[src/rtl/cpu_pkg.sv]
// Shared CPU constants and state encodings for the move-wide sequencer.
//   HW_W    halfword width
//   NUM_HW  halfwords per word
//   REG_AW  register address width
//   wil_state_t  wide_imm_loader FSM states
package cpu_pkg;

    localparam int unsigned HW_W    = 16;
    localparam int unsigned NUM_HW  = 4;
    localparam int unsigned REG_AW  = 5;
    localparam int unsigned WORD_W  = NUM_HW * HW_W;
    localparam int unsigned SHAMT_W = $clog2(NUM_HW);

    typedef enum logic [1:0] {
        WIL_IDLE,
        WIL_MOVZ,
        WIL_MOVK,
        WIL_DONE
    } wil_state_t;

endpackage

[src/rtl/wide_imm_loader_if.sv]
// Bus bundle between wide_imm_loader, its requester, the move-wide
// transposer and the register-file write port.
//   start/imm/rd/ready          load request handshake
//   fixed/shamt/clear/tp_out    transposer step and its result
//   wr_en/wr_addr/wr_data       register-file write
//   done                        completion pulse
// slave  : the loader's view; master : the surrounding environment.
interface wide_imm_loader_if
    import cpu_pkg::*;
#(
    parameter int unsigned NUM_HW = cpu_pkg::NUM_HW,
    parameter int unsigned HW_W   = cpu_pkg::HW_W,
    parameter int unsigned REG_AW = cpu_pkg::REG_AW
);
    localparam int unsigned WORD_W  = NUM_HW * HW_W;
    localparam int unsigned SHAMT_W = $clog2(NUM_HW);

    logic                start;
    logic [WORD_W-1:0]   imm;
    logic [REG_AW-1:0]   rd;
    logic                ready;
    logic [HW_W-1:0]     fixed;
    logic [SHAMT_W-1:0]  shamt;
    logic                clear;
    logic [WORD_W-1:0]   tp_out;
    logic                wr_en;
    logic [REG_AW-1:0]   wr_addr;
    logic [WORD_W-1:0]   wr_data;
    logic                done;

    modport slave (
        input  start, imm, rd, tp_out,
        output ready, fixed, shamt, clear, wr_en, wr_addr, wr_data, done
    );

    modport master (
        output start, imm, rd, tp_out,
        input  ready, fixed, shamt, clear, wr_en, wr_addr, wr_data, done
    );

endinterface

[src/rtl/wide_imm_loader_hw_pick.sv]
// hw_pick: lowest-set-bit finder over a halfword-presence mask.
//   mask  in   NUM_HW-bit mask of halfwords still to emit
//   idx   out  index of the lowest set bit (0 when mask is empty)
//   any   out  1 when any mask bit is set
module hw_pick #(
    parameter int unsigned NUM_HW = 4
) (
    input  logic [NUM_HW-1:0]         mask,
    output logic [$clog2(NUM_HW)-1:0] idx,
    output logic                      any
);

    localparam int unsigned IDX_W = $clog2(NUM_HW);

    // Scan from the top down so the lowest set bit is the last one written.
    always_comb begin
        idx = '0;
        for (int unsigned i = NUM_HW; i > 0; i--) begin
            if (mask[i-1]) begin
                idx = IDX_W'(i - 1);
            end
        end
        any = |mask;
    end

endmodule

[src/rtl/wide_imm_loader.sv]
// wide_imm_loader: emits a MOVZ followed by MOVK steps to materialise a
// constant into a register, one transposer step and one register-file write
// per cycle, skipping zero halfwords.
//   clk      rising-edge clock
//   reset_n  asynchronous active-low reset
//   bus      wide_imm_loader_if.slave (request, transposer, write port, done)
module wide_imm_loader #(
    parameter int unsigned NUM_HW = cpu_pkg::NUM_HW,
    parameter int unsigned HW_W   = cpu_pkg::HW_W,
    parameter int unsigned REG_AW = cpu_pkg::REG_AW
) (
    input  logic               clk,
    input  logic               reset_n,
    wide_imm_loader_if.slave   bus
);
    import cpu_pkg::*;

    localparam int unsigned WORD_W  = NUM_HW * HW_W;
    localparam int unsigned SHAMT_W = $clog2(NUM_HW);

    wil_state_t          state_q, state_d;
    logic [WORD_W-1:0]   imm_q;
    logic [WORD_W-1:0]   acc_q, acc_d;
    logic [REG_AW-1:0]   rd_q;
    logic [NUM_HW-1:0]   mask_q, mask_d;
    logic [NUM_HW-1:0]   nz_mask;
    logic [NUM_HW-1:0]   mask_rest;
    logic [SHAMT_W-1:0]  idx;
    logic                any;
    logic [WORD_W-1:0]   lane;
    logic                accept;

    hw_pick #(.NUM_HW(NUM_HW)) u_pick (
        .mask (mask_q),
        .idx  (idx),
        .any  (any)
    );

    always_comb begin
        nz_mask = '0;
        for (int unsigned i = 0; i < NUM_HW; i++) begin
            nz_mask[i] = |bus.imm[HW_W*i +: HW_W];
        end
    end

    assign accept    = (state_q == WIL_IDLE) && bus.start;
    // An empty mask (imm == 0) still yields one MOVZ #0 at index 0.
    assign mask_rest = any ? (mask_q & ~(NUM_HW'(1) << idx)) : '0;
    assign lane      = {{(WORD_W-HW_W){1'b0}}, {HW_W{1'b1}}} << (HW_W * idx);

    always_ff @(posedge clk or negedge reset_n) begin
        if (!reset_n) begin
            state_q <= WIL_IDLE;
            imm_q   <= '0;
            rd_q    <= '0;
            acc_q   <= '0;
            mask_q  <= '0;
        end else begin
            state_q <= state_d;
            acc_q   <= acc_d;
            mask_q  <= mask_d;
            if (accept) begin
                imm_q <= bus.imm;
                rd_q  <= bus.rd;
            end
        end
    end

    always_comb begin
        state_d     = state_q;
        acc_d       = acc_q;
        mask_d      = mask_q;
        bus.ready   = 1'b0;
        bus.fixed   = '0;
        bus.shamt   = '0;
        bus.clear   = 1'b0;
        bus.wr_en   = 1'b0;
        bus.wr_addr = rd_q;
        bus.wr_data = '0;
        bus.done    = 1'b0;

        case (state_q)
            WIL_IDLE: begin
                bus.ready = 1'b1;
                if (bus.start) begin
                    mask_d  = nz_mask;
                    state_d = WIL_MOVZ;
                end
            end
            WIL_MOVZ: begin
                bus.clear   = 1'b1;
                bus.fixed   = imm_q[HW_W*idx +: HW_W];
                bus.shamt   = idx;
                bus.wr_en   = 1'b1;
                bus.wr_data = bus.tp_out;
                acc_d       = bus.tp_out;
                mask_d      = mask_rest;
                state_d     = (|mask_rest) ? WIL_MOVK : WIL_DONE;
            end
            WIL_MOVK: begin
                bus.fixed   = imm_q[HW_W*idx +: HW_W];
                bus.shamt   = idx;
                bus.wr_en   = 1'b1;
                // Keep every lane except the one being written this step.
                bus.wr_data = (acc_q & ~lane) | bus.tp_out;
                acc_d       = bus.wr_data;
                mask_d      = mask_rest;
                state_d     = (|mask_rest) ? WIL_MOVK : WIL_DONE;
            end
            WIL_DONE: begin
                bus.done = 1'b1;
                state_d  = WIL_IDLE;
            end
            default: state_d = WIL_IDLE;
        endcase
    end

endmodule
[src/flat_wrapper.sv]
// flat-port wrapper written by rule: the top's interface ports become plain ports
module wide_imm_loader_flat import cpu_pkg::*;
#(
    parameter int unsigned NUM_HW = cpu_pkg::NUM_HW,
    parameter int unsigned HW_W   = cpu_pkg::HW_W,
    parameter int unsigned REG_AW = cpu_pkg::REG_AW
)
  (clk, reset_n, bus_start, bus_imm, bus_rd, bus_tp_out, bus_ready, bus_fixed, bus_shamt, bus_clear, bus_wr_en, bus_wr_addr, bus_wr_data, bus_done);
  wide_imm_loader_if #(.NUM_HW(NUM_HW), .HW_W(HW_W), .REG_AW(REG_AW)) bus_i ();
  input  logic clk;
  input  logic reset_n;
  input wire logic [$bits(bus_i.start)-1:0] bus_start;
  input wire logic [$bits(bus_i.imm)-1:0] bus_imm;
  input wire logic [$bits(bus_i.rd)-1:0] bus_rd;
  input wire logic [$bits(bus_i.tp_out)-1:0] bus_tp_out;
  output wire logic [$bits(bus_i.ready)-1:0] bus_ready;
  output wire logic [$bits(bus_i.fixed)-1:0] bus_fixed;
  output wire logic [$bits(bus_i.shamt)-1:0] bus_shamt;
  output wire logic [$bits(bus_i.clear)-1:0] bus_clear;
  output wire logic [$bits(bus_i.wr_en)-1:0] bus_wr_en;
  output wire logic [$bits(bus_i.wr_addr)-1:0] bus_wr_addr;
  output wire logic [$bits(bus_i.wr_data)-1:0] bus_wr_data;
  output wire logic [$bits(bus_i.done)-1:0] bus_done;
  assign bus_i.start = bus_start;
  assign bus_i.imm = bus_imm;
  assign bus_i.rd = bus_rd;
  assign bus_i.tp_out = bus_tp_out;
  assign bus_ready = bus_i.ready;
  assign bus_fixed = bus_i.fixed;
  assign bus_shamt = bus_i.shamt;
  assign bus_clear = bus_i.clear;
  assign bus_wr_en = bus_i.wr_en;
  assign bus_wr_addr = bus_i.wr_addr;
  assign bus_wr_data = bus_i.wr_data;
  assign bus_done = bus_i.done;
  wide_imm_loader #(.NUM_HW(NUM_HW), .HW_W(HW_W), .REG_AW(REG_AW)) u_core (.clk(clk), .reset_n(reset_n), .bus(bus_i));
endmodule
[config.mk]
export PLATFORM = sky130hd
export DESIGN_NAME = wide_imm_loader_flat
export DESIGN_NICKNAME = d
export VERILOG_FILES = /design/src/rtl/cpu_pkg.sv /design/src/rtl/wide_imm_loader_if.sv /design/src/rtl/wide_imm_loader_hw_pick.sv /design/src/rtl/wide_imm_loader.sv /design/src/flat_wrapper.sv
export SDC_FILE = /design/constraint.sdc
export NUM_CORES = 1
export LEC_CHECK = 0
export BUFFER_PORTS_ARGS = -buffer_cell sky130_fd_sc_hd__clkbuf_2
export CAP_MARGIN = 15
export CORE_MARGIN = 2
export CORE_UTILIZATION = 25
export DETAILED_ROUTE_END_ITERATION = 10
export PLACE_DENSITY = 0.47
export REMOVE_ABC_BUFFERS = 1
export SLEW_MARGIN = 10
export SYNTH_ARGS = -nofsm -noshare
export SYNTH_HDL_FRONTEND = slang
export SYNTH_SLANG_ARGS = --single-unit
[constraint.sdc]
create_clock -name clk -period 2.5 [get_ports clk]
set_input_delay 0.125 -clock clk [delete_from_list [all_inputs] [get_ports clk]]
set_output_delay 0.125 -clock clk [all_outputs]
set_load 0.01 [all_outputs]
==> results.md <==
Clock tree:
- The clock tree buffer depth is 2.
- The H-tree depth is 4.
- Counting the buffers created by CTS gives 17.
- The insertion delay to the later sink of the worst-skew pair is 0.42 ns.
- Clock-pin slew was measured on the worst setup and hold paths at 0.07 ns.
- The tree is rooted in a sky130_fd_sc_hd__clkbuf_16.
- The clock net sink count is 139.
- TritonCTS built the clock tree.

Setup path:
- The number of cells on the worst reg-to-reg path is 6.
- The critical path is of the flop to output pin type.
- For the worst setup path, the data arrival time is 2.27 ns.
- The capturing point of the worst reg2reg path is u_core.mask_q[2].
- Data on the critical path is required at its endpoint by 2.38 ns.
- In this run the worst setup path terminates at bus_fixed[3].
- The startpoint identified for the worst register-to-register timing path is u_core.state_q[1].
- The worst register-to-register path has a setup slack of 0.51 ns.
- STA classifies the critical path endpoint as an output pin.
- Tracing the worst setup path back leads to its startpoint at u_core.mask_q[2].
- The largest driver fanout on the critical path is 15.
- The kind of start point of the critical path is a flop.

Logic synthesis:
- Synthesis inferred 139 register bits.
- The instance count of the mapped netlist is 577.
- Of all cell types, the one taking the most synthesized area is sky130_fd_sc_hd__dfrtp_1.
- By area the synthesized netlist is led by sky130_fd_sc_hd__dfrtp_1, sky130_fd_sc_hd__mux2_2, sky130_fd_sc_hd__a22o_1, sky130_fd_sc_hd__a22oi_1, sky130_fd_sc_hd__nor2_1.
- The mapped netlist covers 6670 µm².
- Of all flip-flops after synthesis, the portion carrying an async set or reset was 1.00.
- Of the synthesized area, sequential elements account for 0.522.
- The synthesized netlist contains 41 unique library cells.
- Of the post-synthesis cell area, the dominant cell type holds 0.522.
- The most used flip-flop cell after synthesis is sky130_fd_sc_hd__dfrtp_1.
- A synthesized cell averages 11.6 µm².
- The Yosys step of the flow raised 0 warnings.
- Yosys mapped a number of flops with a built-in enable equal to 0.

Detailed routing:
- After detailed routing, the number of remaining DRC violations is 15.
- The number of vias per cell is 4.80.
- The detail route stage leaves a number of antenna-violating nets equal to 0.
- The final wirelength is 21.5 mm.
- The detailed router placed 6124 vias in this run.
- The detailed router finished its first iteration with 320 violations.
- The count of TritonRoute iterations in the first routing pass is 8.
- The average detailed-routed wire length per instance is 16.8 µm.

Final layout:
- The count of fill cells added during filler insertion is 2594.
- In the final layout, the share of cells above drive strength 1 is 0.394.
- In the final design database the tool counted 1069 nets.
- The number of antenna diodes is 0.
- The synthesis-to-layout area growth is 52.9%.
- The core utilization of the finished layout is 0.390.

Global routing:
- Entering global routing, the biggest net connects 67 pins.
- The all-layer global routing usage is 0.154.
- The number of antenna violations at the first check in global routing is 0.
- Global routing finished with a remaining overflow of 0.
- The via count of the first global-routing pass is 6133.
- The first global-routing pass estimated 33.8 mm of wire.

Pwr:
- In this run the static leakage power is 4.70 nW.
- Total power for the finished layout comes to 13.3 mW.
- Power spread over the standard cell area amounts to 1300 nW/µm².
- The maximum resistive drop on vdd is 0.518 mV.

Timing:
- The worst-case headroom to the max-slew limit is 0.437.
- The maximum frequency from static timing analysis is 418 MHz.
- Setup repair after global routing could not meet its margin everywhere.
- The final count of hold timing violations is 0.
- The count of final setup violators is 0.
- The number of max-slew violations in the final report came to 0.
- The measured slew at the worst slew-check pin is 0.836 ns.
- Clock skew on the completed layout was measured at 0.0123 ns.
- The final critical path time including I/O delays and setup is 2.39 ns.
- The period utilization is 0.957.

Die:
- The die covers 28000 µm².
- The die is 167 µm wide.
- Measured along the y axis, the die boundary spans 167 µm.
- The site row count is 59.
- The total area inside the core boundary comes to 26100 µm².
- 227 I/O pins were placed.
- For this configuration, the core starts out at a cell density of 0.255.

Place:
- Detailed placement ended at an HPWL of 14.5 mm.
- Buffers placed on the I/O ports in this run total 226.
- The placer's final routability congestion estimate is 0.743.

Hold path:
- The min-delay analysis places its worst path in the category input pin to flop.

Status:
- The flow ran to the end, but the final reports show violations.
- The checks that failed: design-rule violations.

Flow run:
- The total of max-cap violations is 0.
==> synth_stat cells, types with 2 or more instances <==
cell	count
sky130_fd_sc_hd__buf_1	3
sky130_fd_sc_hd__inv_1	6
sky130_fd_sc_hd__a22o_1	59
sky130_fd_sc_hd__ha_1	4
sky130_fd_sc_hd__or2_2	2
sky130_fd_sc_hd__o21ai_0	7
sky130_fd_sc_hd__a41oi_1	2
sky130_fd_sc_hd__o21ai_1	2
sky130_fd_sc_hd__o22ai_1	2
sky130_fd_sc_hd__nand2_1	22
sky130_fd_sc_hd__o21ai_4	2
sky130_fd_sc_hd__nor2_1	69
sky130_fd_sc_hd__a22oi_1	60
sky130_fd_sc_hd__a222oi_1	16
sky130_fd_sc_hd__dfrtp_1	139
sky130_fd_sc_hd__nor3_1	2
sky130_fd_sc_hd__clkbuf_1	25
sky130_fd_sc_hd__a21oi_1	4
sky130_fd_sc_hd__nor3b_1	2
sky130_fd_sc_hd__nor4_1	15
sky130_fd_sc_hd__a21boi_0	9
sky130_fd_sc_hd__a21boi_1	10
sky130_fd_sc_hd__nand3_1	2
sky130_fd_sc_hd__buf_2	13
sky130_fd_sc_hd__nor2b_1	4
sky130_fd_sc_hd__buf_6	5
sky130_fd_sc_hd__a22o_2	6
sky130_fd_sc_hd__nand2b_1	2
sky130_fd_sc_hd__buf_4	3
sky130_fd_sc_hd__mux2_2	69
==> repair_timing <==
action,in CTS,in global routing
setup buffers,1,1
endpoints found under the setup margin,32,48
hold endpoints to repair,197,0
pin swaps,1,2
hold buffers,134,0
gates resized for setup,1,6
==> through the flow <==
step | cell area [µm²] | setup WS (ns) | TNS, ns | std cells | hold WS (ns)
2_1_floorplan | 6420 | -2.39 | -300.30 | 528 | -0.171
3_3_place_gp | 8200 | 0.351 | 0 | 1108 | 0.185
3_5_place_dp | 8210 | 0.380 | 0 | 1109 | 0.169
4_1_cts | 10200 | 0.0176 | 0 | 1276 | 0.0941
5_1_grt | 10200 | -0.0145 | -0.0249 | 1277 | 0.129
6_report | 10200 | 0.107 | 0 | 1277 | 0.113
==> critical path: stages (launching register included) <==
cell                       delay (ns)
sky130_fd_sc_hd__dfrtp_1         0.48
sky130_fd_sc_hd__nor4b_4         0.53
sky130_fd_sc_hd__buf_12          0.23
sky130_fd_sc_hd__a222oi_1        0.10
sky130_fd_sc_hd__a21boi_0        0.29
sky130_fd_sc_hd__clkbuf_2        0.20
==> cells by family (layout without fill, tap and decap cells) <==
logic type	after synthesis	after routing	share of synthesized area
buffers and inverters	55	420	0.0407
muxes	69	69	0.117
and+or+nand+nor	126	126	0.0880
AOI/OAI and AO/OA	183	183	0.224
adders and majority gates	5	5	0.00901
DFF	139	139	0.522
==> where the power goes <==
group	switching, mW	total [mW]	internal [mW]
Combinational	3.62	6.68	3.06
Sequential	0.640	4.06	3.42
Clock	1.13	2.56	1.43
==> layout make-up <==
class                      instances  area (µm²)  share of cell area
sequential                       139        3480               0.341
multi-input combinational        383        2950               0.290
inverter                           6        22.5             0.00221
timing repair buffer             382        2720               0.267
clock inverter                    15         173              0.0169
tap                              335         419              0.0411
clock buffer                      17         425              0.0417
==> state kept, by name, indices dropped and copies added, names as in the netlist <==
name and count:
u_core.acc_q 64, u_core.imm_q 64, u_core.bus.wr_addr 5, u_core.mask_q 4, u_core.state_q 2
==> cells in the final DEF (no fill, tap or decap), types with 2 or more instances in the layout <==
cell / count
sky130_fd_sc_hd__inv_6: 4
sky130_fd_sc_hd__dlygate4sd3_1: 134
sky130_fd_sc_hd__clkinv_4: 2
sky130_fd_sc_hd__buf_12: 5
sky130_fd_sc_hd__o22ai_1: 2
sky130_fd_sc_hd__a22o_2: 6
sky130_fd_sc_hd__a21oi_1: 4
sky130_fd_sc_hd__clkinv_8: 2
sky130_fd_sc_hd__buf_6: 5
sky130_fd_sc_hd__buf_4: 13
sky130_fd_sc_hd__clkbuf_16: 17
sky130_fd_sc_hd__a22o_1: 59
sky130_fd_sc_hd__ha_1: 3
sky130_fd_sc_hd__nor2_4: 2
sky130_fd_sc_hd__nor4_1: 15
sky130_fd_sc_hd__nand2_2: 2
sky130_fd_sc_hd__o21ai_1: 2
sky130_fd_sc_hd__a41oi_1: 2
sky130_fd_sc_hd__mux2_2: 69
sky130_fd_sc_hd__nor3_1: 2
sky130_fd_sc_hd__a21boi_1: 10
sky130_fd_sc_hd__a21boi_0: 9
sky130_fd_sc_hd__inv_1: 6
sky130_fd_sc_hd__nand3_1: 2
sky130_fd_sc_hd__o21ai_4: 2
sky130_fd_sc_hd__nand2b_1: 2
sky130_fd_sc_hd__a22oi_1: 60
sky130_fd_sc_hd__inv_8: 4
sky130_fd_sc_hd__o21ai_0: 7
sky130_fd_sc_hd__dfrtp_1: 138
sky130_fd_sc_hd__nand2_1: 20
sky130_fd_sc_hd__a222oi_1: 16
sky130_fd_sc_hd__nor2_1: 67
sky130_fd_sc_hd__nor2b_1: 4
sky130_fd_sc_hd__clkbuf_2: 225
==> worst min-delay path by stage <==
stage               from                    end  slack, ns  cells after the start
3_3_place_gp     reset_n  u_core.bus.wr_addr[4]       0.18                      1
3_5_place_dp     reset_n  u_core.bus.wr_addr[4]       0.17                      1
2_1_floorplan    reset_n        u_core.acc_q[0]      -0.17                      0
4_1_cts        bus_start       u_core.mask_q[1]       0.09                      4
5_1_grt        bus_start       u_core.mask_q[1]       0.13                      4
6_report       bus_start       u_core.mask_q[1]       0.11                      4
==> per-layer routing <==
metal / share of wire / track usage
met5: 0 / 0
met1: 0.45 / 0.204
met3: 0.062 / 0.0409
met2: 0.47 / 0.249
met4: 0.015 / 0.0423
No activity file was read; power rests on OpenSTA's default activity.
